==> src/rtl/seg7_scan_ctrl_if.sv <==
// rtl/seg7_scan_ctrl_if.sv - frame-synchronous display data update bus
interface seg7_scan_ctrl_if #(
  parameter int DIGITS = 4
);
  logic                  load;
  logic [4*DIGITS-1:0]   data_in;
  logic [DIGITS-1:0]     dp_in;
  logic                  upd_pending;

  modport master (output load, output data_in, output dp_in, input upd_pending);
  modport slave  (input load, input data_in, input dp_in, output upd_pending);
endinterface

==> src/rtl/seg7_scan_ctrl.sv <==
// rtl/seg7_scan_ctrl.sv - multiplexed common-anode 7-segment scanner with tear-free update
module seg7_scan_ctrl #(
  parameter int DIGITS = 4,
  parameter int DIV    = 100000,
  parameter int DIV_W  = 17
) (
  input  logic                CLK,
  input  logic                clr_n,
  seg7_scan_ctrl_if.slave     upd_bus,
  input  logic                lz_en,
  input  logic [3:0]          bright,
  input  logic                blank,
  output logic [DIGITS-1:0]   pos_ctrl,
  output logic [7:0]          num_ctrl
);
  localparam int IDX_W = $clog2(DIGITS);
  localparam int THR_W = DIV_W + 5;

  logic [DIV_W-1:0]      cnt;
  logic [IDX_W-1:0]      idx;
  logic                  tick;
  logic                  boundary;
  logic [4*DIGITS-1:0]   pend_data;
  logic [DIGITS-1:0]     pend_dp;
  logic [4*DIGITS-1:0]   shown_data;
  logic [DIGITS-1:0]     shown_dp;
  logic [THR_W-1:0]      thr;
  logic [DIGITS-1:0]     supp;
  logic                  zero_run;
  logic [3:0]            nib;
  logic [7:0]            seg_val;
  logic                  dark;

  function automatic logic [7:0] font(input logic [3:0] n);
    case (n)
      4'h0: font = 8'hC0;
      4'h1: font = 8'hF9;
      4'h2: font = 8'hA4;
      4'h3: font = 8'hB0;
      4'h4: font = 8'h99;
      4'h5: font = 8'h92;
      4'h6: font = 8'h82;
      4'h7: font = 8'hF8;
      4'h8: font = 8'h80;
      4'h9: font = 8'h90;
      4'hA: font = 8'h88;
      4'hB: font = 8'h83;
      4'hC: font = 8'hC6;
      4'hD: font = 8'hA1;
      4'hE: font = 8'h86;
      default: font = 8'h8E;
    endcase
  endfunction

  assign tick     = (cnt == DIV_W'(DIV - 1));
  assign boundary = tick && (idx == '0);

  // On-time threshold inside a slot: floor((bright+1)*DIV/16); bright=15 covers the whole slot
  assign thr = ((THR_W'(bright) + THR_W'(1)) * THR_W'(DIV)) >> 4;

  // Prescaler and digit index; digits are scanned leftmost first, frame ends after digit 0
  always_ff @(posedge CLK or negedge clr_n) begin
    if (!clr_n) begin
      cnt <= '0;
      idx <= IDX_W'(DIGITS - 1);
    end else if (tick) begin
      cnt <= '0;
      idx <= (idx == '0) ? IDX_W'(DIGITS - 1) : idx - IDX_W'(1);
    end else begin
      cnt <= cnt + DIV_W'(1);
    end
  end

  // Pending/shown double buffer; a load in the boundary cycle wins over the commit-clear
  always_ff @(posedge CLK or negedge clr_n) begin
    if (!clr_n) begin
      pend_data           <= '0;
      pend_dp             <= '0;
      shown_data          <= '0;
      shown_dp            <= '0;
      upd_bus.upd_pending <= 1'b0;
    end else begin
      if (boundary && upd_bus.upd_pending) begin
        shown_data          <= pend_data;
        shown_dp            <= pend_dp;
        upd_bus.upd_pending <= 1'b0;
      end
      if (upd_bus.load) begin
        pend_data           <= upd_bus.data_in;
        pend_dp             <= upd_bus.dp_in;
        upd_bus.upd_pending <= 1'b1;
      end
    end
  end

  // Leading-zero map: a digit is suppressible when it and everything left of it is zero
  always_comb begin
    zero_run = 1'b1;
    supp     = '0;
    for (int k = DIGITS - 1; k >= 0; k--) begin
      zero_run = zero_run && (shown_data[4*k +: 4] == 4'h0);
      if (k != 0) supp[k] = zero_run;
    end
  end

  // Segment pattern and darkness decision for the active digit
  always_comb begin
    nib     = shown_data[4*idx +: 4];
    seg_val = font(nib);
    if (shown_dp[idx]) seg_val[7] = 1'b0;
    dark    = blank || (lz_en && supp[idx]) || (THR_W'(cnt) >= thr);
  end

  // Registered pin drive; at most one digit enable is ever low
  always_ff @(posedge CLK or negedge clr_n) begin
    if (!clr_n) begin
      pos_ctrl <= '1;
      num_ctrl <= 8'hFF;
    end else if (dark) begin
      pos_ctrl <= '1;
      num_ctrl <= 8'hFF;
    end else begin
      pos_ctrl <= ~(DIGITS'(1) << idx);
      num_ctrl <= seg_val;
    end
  end
endmodule

==> src/flat_wrapper.sv <==
// flat-port wrapper written by rule: the top's interface ports become plain ports
module seg7_scan_ctrl_flat 
#(
  parameter int DIGITS = 4,
  parameter int DIV    = 100000,
  parameter int DIV_W  = 17
)
  (CLK, clr_n, lz_en, bright, blank, pos_ctrl, num_ctrl, upd_bus_load, upd_bus_data_in, upd_bus_dp_in, upd_bus_upd_pending);
  seg7_scan_ctrl_if #(.DIGITS(DIGITS)) upd_bus_i ();
  input  logic CLK;
  input  logic clr_n;
  input  logic lz_en;
  input  logic [3:0] bright;
  input  logic blank;
  output logic [DIGITS-1:0] pos_ctrl;
  output logic [7:0] num_ctrl;
  input wire logic [$bits(upd_bus_i.load)-1:0] upd_bus_load;
  input wire logic [$bits(upd_bus_i.data_in)-1:0] upd_bus_data_in;
  input wire logic [$bits(upd_bus_i.dp_in)-1:0] upd_bus_dp_in;
  output wire logic [$bits(upd_bus_i.upd_pending)-1:0] upd_bus_upd_pending;
  assign upd_bus_i.load = upd_bus_load;
  assign upd_bus_i.data_in = upd_bus_data_in;
  assign upd_bus_i.dp_in = upd_bus_dp_in;
  assign upd_bus_upd_pending = upd_bus_i.upd_pending;
  seg7_scan_ctrl #(.DIGITS(DIGITS), .DIV(DIV), .DIV_W(DIV_W)) u_core (.CLK(CLK), .clr_n(clr_n), .upd_bus(upd_bus_i), .lz_en(lz_en), .bright(bright), .blank(blank), .pos_ctrl(pos_ctrl), .num_ctrl(num_ctrl));
endmodule
==> config.mk <==
export PLATFORM = sky130hd
export DESIGN_NAME = seg7_scan_ctrl_flat
export DESIGN_NICKNAME = d
export VERILOG_FILES = /design/src/rtl/seg7_scan_ctrl_if.sv /design/src/rtl/seg7_scan_ctrl.sv /design/src/flat_wrapper.sv
export SDC_FILE = /design/constraint.sdc
export NUM_CORES = 1
export LEC_CHECK = 0
export ABC_AREA = 1
export BUFFER_PORTS_ARGS = -buffer_cell sky130_fd_sc_hd__clkbuf_2
export CELL_PAD_IN_SITES_DETAIL_PLACEMENT = 0
export CELL_PAD_IN_SITES_GLOBAL_PLACEMENT = 1
export CORE_ASPECT_RATIO = 0.75
export CORE_MARGIN = 8
export CORE_UTILIZATION = 40
export CTS_CLUSTER_SIZE = 14
export DETAILED_ROUTE_END_ITERATION = 10
export GPL_TIMING_DRIVEN = 0
export PLACE_DENSITY = 0.75
export SETUP_SLACK_MARGIN = 0.2
export SYNTH_ARGS = -nofsm -noshare
export SYNTH_HDL_FRONTEND = slang
export SYNTH_SLANG_ARGS = --single-unit
==> constraint.sdc <==
create_clock -name CLK -period 2.2 [get_ports CLK]
set_input_delay 0.66 -clock CLK [delete_from_list [all_inputs] [get_ports CLK]]
set_output_delay 0.66 -clock CLK [all_outputs]
set_load 0.1 [all_outputs]
## After elaboration in Yosys (flattened, before gate mapping)

Memories as Yosys holds them, arrays and structs flattened.
Cells that the tools add are included.

- Memories kept: 1
- Bits in read-only memories: 112
- Output and inout port bits: 13
- Flip-flop bits (word level): 72
- Input port bits: 29
- Logic and storage cells: 43

- Bitwise logic cells: 1
- Add/sub/neg operators: 3
- Magnitude comparators: 2
- Multiplexer cells: 11
- Reductions and logical operators: 12
- Equality and inequality tests: 1
- Multipliers: 1
- Shift operators: 2

Memory list:

| memory | depth | width | rd ports | clocked after memory_dff | write ports | RTL line | RTL |
|---|---|---|---|---|---|---|---|
| (name not given) | 16 | 7 | 1 | 0 | 0 | seg7_scan_ctrl.sv:35 | `case (n)` |

Operators with widths:

| kind | count |
|---|---|
| 22-bit by 12-bit multiplier with 17-bit output, second input constant | 1 |
| 17-bit by 18-bit greater-or-equal comparator with 1-bit output | 1 |
| 17-bit by 1-bit adder with 17-bit output, second input constant | 1 |
| 17-bit == test, second input constant | 1 |
| 17-bit 2-to-1 mux | 1 |
| 16-bit by 5-bit indexed part select with 4-bit output | 1 |
| 4-bit zero test | 3 |
| 8-bit 2-to-1 mux | 1 |
| 4-bit by 1-bit adder with 5-bit output, second input constant | 1 |
| 1-bit logical AND | 5 |
| 1-bit 2-to-1 mux | 5 |
| 1-bit binary-select mux with 2-bit select | 2 |
| 4-bit 2-to-1 mux | 1 |
| 4-bit inverter | 1 |
| 1-bit by 2-bit << shifter with 4-bit output, first input constant | 1 |
| 2-bit by 3-bit less-than comparator with 1-bit output, second input constant | 1 |
| 2-bit zero test | 1 |
| 1-bit logical OR | 2 |
| 2-bit 2-to-1 mux | 1 |
| 2-bit nonzero test | 1 |
| 2-bit by 1-bit subtractor with 2-bit output, second input constant | 1 |

## Depth between registers and ports, before layout

Gate-level depths: netlist of run 1.

- Depth after elaboration: 9
- Mapped depth: 31

## Worst setup path after synthesis of run 1

No wires, ideal clock.

- Path kind: in2reg
- From: in bright[0]
- To: reg u_core.num_ctrl[0]
- Required time: 2.106 ns
- Stages on the path: 30
- Slack: -2.328 ns
- Buffers on the path: 1
- Arrival: 4.434 ns
- Cells stage by stage: ha_1 -> xor2_1 -> ha_1 -> xor2_1 -> ha_1 -> a21o_1 -> ha_1 -> ha_1 -> a21oi_1 -> nand2_1 -> nand2_1 -> nand2_1 -> a21oi_1 -> o21ai_1 -> nand3_1 -> nand2_1 -> nand2_1 -> nand2_1 -> ha_1 -> nand2_1 -> nor2_1 -> nand3_1 -> nor2_1 -> a211oi_1 -> nand2_1 -> nand2_1 -> nand2_1 -> nand2_1 -> buf_2 -> nand3_1

- Word-level cells in the longest chain between the ends: 5

RTL lines:

| what | RTL line | RTL |
|---|---|---|
| start: declaration | flat_wrapper.sv:13 | `input logic [3:0] bright;` |
| 4-bit by 1-bit adder with 5-bit output | seg7_scan_ctrl.sv:59 | `assign thr = ((THR_W'(bright) + THR_W'(1)) * THR_W'(DIV)) >> 4;` |
| 22-bit by 12-bit multiplier with 17-bit output | seg7_scan_ctrl.sv:59 |  |
| 17-bit by 18-bit greater-or-equal comparator with 1-bit output | seg7_scan_ctrl.sv:111 | `dark = blank \|\| (lz_en && supp[idx]) \|\| (THR_W'(cnt) >= thr);` |
| 1-bit logical OR | seg7_scan_ctrl.sv:111 |  |
| 8-bit 2-to-1 mux | seg7_scan_ctrl.sv:119 | `end else if (dark) begin` |
| end signal: assignment | seg7_scan_ctrl.sv:124 | `num_ctrl <= seg_val;` |
| end: declaration | seg7_scan_ctrl.sv:14 | `output logic [7:0] num_ctrl` |

Every way passes these cells.
A chain may end at the register's enable or synchronous reset.

## Final worst setup path of run 1

- From: in bright[0]
- To: reg u_core.num_ctrl[6]

Same word-level chain as after synthesis.

==> results.py, run 1 <==
metrics = {
    "status": {
        "status": "finished with violations",
        "violations": "setup timing",
    },
    "synth": {
        "synth-seq-cells": 72,
        "async_reset_ff_frac": 1.00,
        "yosysTopAreaCell": "dfrtp_1",
        "yosysMostFrequentCell": "nand2_1",
        "ys_types": 36,
        "synth_warnings": 0,
        "syn_inst": 573,
        "synth_edf_count": 0,
        "synth_area_leaders": "dfrtp_1 31%, ha_1 16%, nand2_1 12%",
        "ys_seq_area_frac": 0.389,
        "synth_top_area_frac": 0.310,
        "syn_area_sq_um": 4680,
        "syn_nets": 662,
        "yosys-top-cells-count": "149 x nand2_1, 76 x inv_1, 59 x ha_1",
        "synth_ff_type": "dfrtp_1",
        "syn_avg_cell_area_sq_um": 8.16,
    },
    "timing": {
        "tns_ps": -25780,
        "setup_violations": 12,
        "hold_viol": 0,
        "worst_slew_pin_slew_ps": 613,
        "post-route-period-util": 1.99,
        "post-route-min-period_ps": 4370,
        "relSlewSlack": 0.587,
        "rsz0062_at_grt": "true",
        "max_clock_freq_mhz": 229,
        "fin_ws_ps": -2170,
        "final_max_slew_viol_count": 0,
        "finClkSkew_ps": 9.36,
    },
    "worst_setup_path": {
        "crit_arrival_ps": 4600,
        "crit_type": "input port to flip-flop",
        "end_kind": "flip-flop",
        "cp-start-kind": "input port",
        "crit_required_ps": 2440,
        "cp_max_fo": 5,
    },
    "clock_network": {
        "cts_tree": "done",
        "worstSkewPairLatency_ps": 330,
        "clock_sinks": 72,
        "cts-root-buf": "clkbuf_16",
        "cts_buffers": 9,
        "clk_pin_slew_ps": 60,
        "cts_hold_buf": 0,
        "cts_buffer_depth": 2,
        "cts-htree-levels": 3,
    },
    "place": {
        "gp_congestion": 0.830,
        "dpl.hpwl_um": 8180,
        "place_area_sq_um": 5200,
        "port_buffers": 41,
        "preCtsSetupSlack_ps": -2890,
    },
    "route": {
        "totalWireLength_um": 11300,
        "firstDrtPassIters": 5,
        "via_count": 3977,
        "wl_per_cell_um": 13.9,
        "ant_nets": 0,
        "viasPerCell": 4.89,
        "drtIter0Drc": 256,
        "drc_errors": 0,
    },
    "floorplanning": {
        "coreArea_sq_um": 11500,
        "row_count": 34,
        "chipWidth_um": 141,
        "start_util": 0.407,
        "pin_count": 42,
        "die_h_um": 110,
        "dieArea_sq_um": 15400,
    },
    "hold_path": {
        "hp-class": "input port to asynchronous set/reset pin",
    },
    "final_layout": {
        "diodes": 0,
        "final_util": 0.538,
        "final_net_count": 753,
        "layout-drive-gt1-share": 0.286,
        "synthToLayoutAreaGrowth_pct": 32.1,
        "postLayoutCellArea_sq_um": 6180,
    },
    "global_routing": {
        "grt-ovfl-total": 0,
        "track_usage": 0.151,
        "antenna_found_initial": 0,
        "grt_pass1_wl_um": 18900,
        "grt_pass1_vias": 3917,
        "grt_max_degree": 64,
    },
    "power_and_ir_drop": {
        "cellPowerDensity_nw_per_um2": 600,
        "p_leak_nw": 3.39,
        "max-vdd-ir-drop_mv": 0.391,
        "total_power_w": 0.00370,
    },
    "run": {
        "cap_violations": 0,
    },
}
[layer usage]
metal | global-route usage | vias to the layer above | wire, um | share of wire
li1 | - | 2037 | - | -
met1 | 0.213 | 1830 | 5960 | 0.53
met2 | 0.226 | 96 | 4670 | 0.41
met3 | 0.0382 | 14 | 557 | 0.049
met4 | 0.0405 | 0 | 131 | 0.012
met5 | 0 | - | 0 | 0
[timing repair]
action | 4_1_cts | 5_1_grt
endpoints found under the setup margin | 24 | 25
gates cloned | 1 | 2
pin swaps | 25 | 28
gates resized for setup | 36 | 39
buffers inserted | 24 | 11
[final timing paths]
check / start / end / slack [ps] / depth (start not counted)
setup / recovery: bright[0] / u_core.num_ctrl[6] / -2170 / 28
hold / removal: clr_n / u_core.cnt[4] / 190 / 1
setup reg to reg: u_core.idx[0] / u_core.num_ctrl[3] / -10 / 10
hold reg to reg: u_core.pend_data[14] / u_core.pend_data[14] / 480 / 2
max in group asynchronous: clr_n / u_core.pos_ctrl[1] / 1400 / 2
min in group CLK: u_core.pend_data[14] / u_core.pend_data[14] / 480 / 2
[cell type report]
| class | count | area [sq um] |
|---|---|---|
| Fill cell | 1049 | 5310 |
| Multi-Input combinational cell | 396 | 2820 |
| Sequential cell | 72 | 1820 |
| Timing Repair Buffer | 80 | 622 |
| Inverter | 95 | 369 |
| Clock buffer | 10 | 229 |
| Tap cell | 144 | 180 |
| Buffer | 10 | 95.1 |
| Clock inverter | 6 | 43.8 |
[registers in the layout, indices dropped and copies added, names as in the netlist]
| name | count |
|---|---|
| u_core.shown_data | 16 |
| u_core.pend_dp | 4 |
| u_core.pend_data | 16 |
| u_core.num_ctrl | 8 |
| u_core.upd_bus.upd_pending | 1 |
| u_core.pos_ctrl | 4 |
| u_core.idx | 2 |
| u_core.cnt | 17 |
| u_core.shown_dp | 4 |
[where the power goes]
group          internal, W  total, W  switching (W)
logic             0.000427  0.000970       0.000542
registers          0.00137   0.00140      0.0000287
clock network     0.000767   0.00134       0.000570
[kinds of logic (layout without fill, tap and decap cells)]
group           Yosys count  after routing  synth area share
simple gates            230            230             0.211
buf+inv                 105            201            0.0907
compound gates           76             76            0.0875
flops                    72             72             0.389
fa+ha+maj                60             60             0.162
xor+xnor                 18             18            0.0337
mux                      12             12            0.0257
[worst max-delay path, cell delays in order]
cell and delay [ps]:
clkbuf_16 130, ha_4 180, xor2_4 200, ha_4 200
xor2_2 170, ha_2 170, a21o_1 180, ha_4 280
ha_4 210, a21oi_4 170, nand2_2 80, buf_4 130
buf_4 120, buf_4 120, buf_4 120, buf_4 120
buf_4 130, buf_6 100, buf_6 110, nand3_4 70
nand3_4 70, xnor2_2 160, ha_1 270, nand2_1 80
nand2_2 80, nand2_4 90, buf_6 130, nand3_2 60
[cells in the final DEF (no fill, tap or decap), drive strengths merged, types with 6 or more instances in the layout]
cell | synthesis | layout
nor3 | 6 | 6
a21oi | 26 | 26
ha | 59 | 59
nand4 | 9 | 9
inv | 94 | 95
nand3 | 38 | 38
dfrtp | 58 | 58
dfstp | 14 | 14
xor2 | 13 | 13
buf | 5 | 42
o21ai | 38 | 38
nand2 | 150 | 150
clkbuf | 5 | 58
nor2 | 23 | 23
mux2i | 12 | 12
[through the flow]
step	hold WS (ps)	std cells
finish	189	813
global route	191	813
CTS	189	800
detailed placement	463	759
global placement	459	758
floorplan	364	573
(Power assumes the default switching activity.)
==> run 2, diff against run 1 <==
CORE_UTILIZATION = 45   (was 40)
PLACE_DENSITY = 0.83   (was 0.75)
REMOVE_ABC_BUFFERS = 1   (was unset)
==> results.py, run 2 (synthesis gave the netlist of run 1 again) <==
metrics = {
    "place": {
        "gp_congestion": 0.883,
        "dpl.hpwl_um": 7840,
        "preCtsSetupSlack_ps": -3380,
        "port_buffers": 41,
    },
    "final_layout": {
        "diodes": 0,
        "largest_reg_flops": 17,
        "final_common_cell": "nand2_1",
        "layout-drive-gt1-share": 0.315,
        "reg_top3": "u_core.cnt x17, u_core.pend_data x16, u_core.shown_data x16",
        "nFillCells": 871,
        "final_util": 0.611,
        "final_net_count": 741,
        "synthToLayoutAreaGrowth_pct": 33.4,
        "layout_common_cells": "132 x nand2_1, 73 x inv_1, 57 x dfrtp_1, 37 x ha_1, 34 x clkbuf_2",
        "top_register": "u_core.cnt",
    },
    "clock_network": {
        "cts_tree": "done",
        "cts_hold_buf": 0,
        "cts_buffers": 9,
        "worstSkewPairLatency_ps": 340,
        "clock_sinks": 72,
        "cts-htree-levels": 3,
        "cts-root-buf": "clkbuf_16",
        "cts_buffer_depth": 2,
        "clk_pin_slew_ps": 60,
    },
    "route": {
        "drc_errors": 0,
        "viasPerCell": 5.12,
        "via_count": 4059,
        "drtIter0Drc": 315,
        "totalWireLength_um": 12400,
        "firstDrtPassIters": 5,
        "ant_nets": 0,
        "wl_per_cell_um": 15.6,
    },
    "timing": {
        "post-route-period-util": 1.96,
        "final_max_slew_viol_count": 0,
        "worst_slew_pin_slew_ps": 1310,
        "finClkSkew_ps": 7.41,
        "holdWs_ps": 221,
        "fin_ws_ps": -2120,
        "max_clock_freq_mhz": 232,
        "hold_viol": 0,
        "tns_ps": -25020,
        "rsz0062_at_grt": "true",
        "setup_violations": 12,
        "relSlewSlack": 0.125,
        "post-route-min-period_ps": 4320,
    },
    "floorplanning": {
        "die_h_um": 104,
        "dieArea_sq_um": 13900,
        "pin_count": 42,
        "coreArea_sq_um": 10200,
        "chipWidth_um": 134,
        "start_util": 0.458,
        "row_count": 32,
    },
    "worst_setup_path": {
        "critPathSlowestCell": "xor2_4",
        "cp_max_fo": 7,
        "cp.buffers_inverters": 3,
        "cp_num_cells": 28,
        "cp_top_family": "simple AND/OR/NAND/NOR gates",
        "rr_worst_depth": 10,
        "crit_required_ps": 2470,
        "crit_arrival_ps": 4580,
        "end_kind": "flip-flop",
        "cpMostUsedCell": "nand2_2",
        "cpPeakStageDelay_ps": 360,
        "crit_type": "input port to flip-flop",
        "cp-start-kind": "input port",
    },
    "status": {
        "violations": "setup timing",
        "status": "finished with violations",
    },
    "power_and_ir_drop": {
        "cellPowerDensity_nw_per_um2": 669,
        "p_leak_nw": 3.32,
        "max-vdd-ir-drop_mv": 0.344,
    },
    "global_routing": {
        "grt_pass1_vias": 4051,
        "antenna_found_initial": 0,
        "grt_pass1_wl_um": 19900,
        "grt-ovfl-total": 0,
        "track_usage": 0.177,
        "grt_max_degree": 58,
    },
    "run": {
        "cap_violations": 0,
    },
    "hold_path": {
        "hp-class": "input port to asynchronous set/reset pin",
    },
}
run 2: cell count changes in the layout (fill, tap and decap cells not counted), sizes merged, moves of 2 or more:
cell | before | now
buf | 42 | 36
inv | 95 | 93
clkinv | 5 | 2
bufinv | 0 | 2
clkbuf | 58 | 50
nand3 | 38 | 41
run 2: path summary, 6_finish.rpt:
path / start / endpoint / slack [ps]
worst max-delay path: bright[0] / u_core.pos_ctrl[2] / -2120
worst min-delay path: clr_n / u_core.pend_data[9] / 220
worst max register to register: u_core.idx[0] / u_core.num_ctrl[3] / -270
worst min register to register: u_core.pend_data[9] / u_core.pend_data[9] / 470
max in group asynchronous: clr_n / u_core.idx[0] / 1370
min in group CLK: u_core.pend_data[9] / u_core.pend_data[9] / 470
run 2: routing by layer:
metal / GRT usage / part of all wire / up-vias
met3: 0.0430 / 0.040 / 26
met5: 0 / 0 / -
met2: 0.270 / 0.46 / 88
met4: 0.0480 / 0.020 / 0
met1: 0.243 / 0.48 / 1927
li1: - / - / 2018
run 2: repair_timing:
item                                    in CTS  in global routing
endpoints found under the hold margin        0                  0
setup buffers                               16                 16
gates cloned                                 3                  1
gates resized for setup                     48                 68
endpoints found under the setup margin      32                 35
pin swaps                                   22                 36
run 2: power by group:
| group | internal (W) | total [W] | switching [W] |
|---|---|---|---|
| Clock | 0.00106 | 0.00161 | 0.000553 |
| Combinational | 0.000522 | 0.00117 | 0.000650 |
| Sequential | 0.00137 | 0.00139 | 0.0000212 |
run 2: per-stage QoR:
step	instances	total power, W	cell area, sq um
after detailed placement	741	0.00210	5020
final	793	0.00417	6240
after global routing	793	0.00438	6240
after global placement	740	0.00207	4990
after CTS	776	0.00393	5790
after floorplan	563	0.00189	4610
run 2: layout make-up:
class	instances	area (sq um)	area share
Clock inverter	4	76.3	0.0122
Tap cell	136	170	0.0273
Multi-Input combinational cell	400	3020	0.483
Clock buffer	12	256	0.0411
Inverter	95	375	0.0602
Sequential cell	72	1820	0.292
Timing Repair Buffer	74	524	0.0840
==> run 3, diff against run 2 <==
==> constraint.sdc (replaced) <==
create_clock -name CLK -period 2.2 [get_ports CLK]
set_input_delay 0.44 -clock CLK [delete_from_list [all_inputs] [get_ports CLK]]
set_output_delay 0.44 -clock CLK [all_outputs]
set_load 0.1 [all_outputs]
==> results.py, run 3 (synthesis gave the netlist of run 1 again) <==
metrics = {
    "status": {
        "status": "finished with violations",
        "violations": "setup timing",
    },
    "power_and_ir_drop": {
        "seq_power_share": 0.334,
        "p_leak_nw": 3.32,
        "cellPowerDensity_nw_per_um2": 669,
        "pwr-share-comb": 0.281,
        "p_sw_frac": 0.293,
        "p_int_w": 0.00295,
        "max-vdd-ir-drop_mv": 0.344,
        "p_switching_w": 0.00122,
        "p_clk_frac": 0.385,
    },
    "timing": {
        "post-route-min-period_ps": 4100,
        "max_clock_freq_mhz": 244,
        "post-route-period-util": 1.86,
        "holdWs_ps": 1.58,
        "fin_ws_ps": -1900,
        "finClkSkew_ps": 6.81,
        "tns_ps": -22400,
        "rsz0062_at_grt": "true",
        "worst_slew_pin_slew_ps": 1300,
        "relSlewSlack": 0.127,
        "final_max_slew_viol_count": 0,
        "setup_violations": 12,
        "hold_viol": 0,
    },
    "worst_setup_path": {
        "crit_required_ps": 2470,
        "cp_max_fo": 7,
        "cp-start-kind": "input port",
        "cp.buffers_inverters": 3,
        "crit_type": "input port to flip-flop",
        "cpPeakStageDelay_ps": 360,
        "cp_top_family": "simple AND/OR/NAND/NOR gates",
        "cpMostUsedCell": "nand2_2",
        "critPathSlowestCell": "xor2_4",
        "crit_arrival_ps": 4360,
        "end_kind": "flip-flop",
    },
    "run": {
        "cap_violations": 0,
    },
    "final_layout": {
        "layout-drive-gt1-share": 0.314,
        "synthToLayoutAreaGrowth_pct": 33.4,
        "stdcell_count": 793,
        "top_register": "u_core.cnt",
        "final_common_cell": "nand2_1",
        "largest_reg_flops": 17,
        "diodes": 0,
        "layout_common_cells": "132 x nand2_1, 73 x inv_1, 58 x dfrtp_1, 37 x ha_1, 37 x clkbuf_2",
        "postLayoutCellArea_sq_um": 6240,
        "reg_top3": "u_core.cnt x17, u_core.pend_data x16, u_core.shown_data x16",
        "nFillCells": 874,
        "final_net_count": 741,
        "final_util": 0.611,
    },
    "global_routing": {
        "grt-ovfl-total": 0,
        "track_usage": 0.177,
        "grt_max_degree": 58,
        "grt_pass1_wl_um": 19900,
        "antenna_found_initial": 0,
        "grt_pass1_vias": 4051,
    },
    "clock_network": {
        "clk_pin_slew_ps": 60,
        "cts_tree": "done",
        "worstSkewPairLatency_ps": 330,
        "cts-root-buf": "clkbuf_16",
        "cts_buffer_depth": 2,
        "cts-htree-levels": 3,
        "clock_sinks": 72,
        "cts_buffers": 9,
    },
    "floorplanning": {
        "start_util": 0.458,
        "coreArea_sq_um": 10200,
        "die_h_um": 104,
        "pin_count": 42,
        "chipWidth_um": 134,
        "row_count": 32,
        "dieArea_sq_um": 13900,
    },
    "place": {
        "dpl.hpwl_um": 7840,
        "port_buffers": 41,
        "place_area_sq_um": 5020,
        "placedCellCount": 741,
        "gp_congestion": 0.883,
    },
    "route": {
        "viasPerCell": 5.11,
        "firstDrtPassIters": 5,
        "ant_nets": 0,
        "drtIter0Drc": 312,
        "totalWireLength_um": 12300,
        "drc_errors": 0,
        "via_count": 4049,
        "wl_per_cell_um": 15.5,
    },
    "hold_path": {
        "hp-class": "input port to asynchronous set/reset pin",
    },
}
## run 3: cell count changes in the layout (fill, tap and decap cells not counted), sizes merged
cell / delta
clkbuf: +3
buf: -3
## run 3: power groups by stage
stage | registers [W] | logic (W) | clock network [W]
final | 0.00139 | 0.00117 | 0.00161
after global placement | 0.00141 | 0.000659 | 0
after CTS | 0.00139 | 0.000897 | 0.00164
after floorplan | 0.00146 | 0.000433 | 0
after global routing | 0.00140 | 0.00129 | 0.00169
after detailed placement | 0.00141 | 0.000690 | 0
## run 3: area by class of cell
| class | instances | area [sq um] | area share |
|---|---|---|---|
| clock buffers | 12 | 256 | 0.0411 |
| clock inverters | 4 | 76.3 | 0.0122 |
| inverters | 95 | 375 | 0.0602 |
| multi-input cells | 400 | 3020 | 0.484 |
| flip-flops and latches | 72 | 1820 | 0.292 |
| well taps | 136 | 170 | 0.0273 |
| repair buffers | 74 | 522 | 0.0837 |
## run 3: worst register-to-register path: stages (launching register included)
cell and delay, ps:
dfstp_2 710, inv_2 170, a21oi_1 160, o21ai_0 130, o21ai_1 290, inv_1 160
ha_1 250, nand2_1 120, o21ai_0 110, o21ai_1 160, nand3_2 90
## run 3: stage by stage
stage | setup slack [ps] | total power (W)
floorplan | -2100 | 0.00189
finish | -1900 | 0.00417
global placement | -3070 | 0.00207
global route | -2040 | 0.00438
CTS | -1820 | 0.00393
detailed placement | -3160 | 0.00210
## run 3: worst paths after layout
check / startpoint / end / slack (ps) / depth (start not counted)
worst max-delay path: bright[0] / u_core.pos_ctrl[2] / -1900 / 28
worst min-delay path: clr_n / u_core.pend_data[9] / 2 / 1
worst max register to register: u_core.idx[0] / u_core.num_ctrl[3] / -270 / 10
worst min register to register: u_core.pend_data[9] / u_core.pend_data[9] / 470 / 2
max in group asynchronous: clr_n / u_core.idx[0] / 1590 / 2
min in group CLK: upd_bus_data_in[1] / u_core.pend_data[1] / 300 / 3
## run 3: repair_timing
item / 4_1_cts / 5_1_grt
hold endpoints to repair: 0 / 0
pin swaps: 22 / 36
setup buffers: 16 / 16
resized for setup: 47 / 64
cloned: 3 / 1
hold buffers: 0 / 0
endpoints found under the setup margin: 32 / 33
## run 3: per-layer routing
| metal | vias to the layer above | global-route usage | wire length (um) |
|---|---|---|---|
| li1 | 2018 | - | - |
| met1 | 1922 | 0.243 | 5960 |
| met2 | 85 | 0.270 | 5660 |
| met3 | 24 | 0.0430 | 473 |
| met4 | 0 | 0.0480 | 231 |
| met5 | - | 0 | 0 |
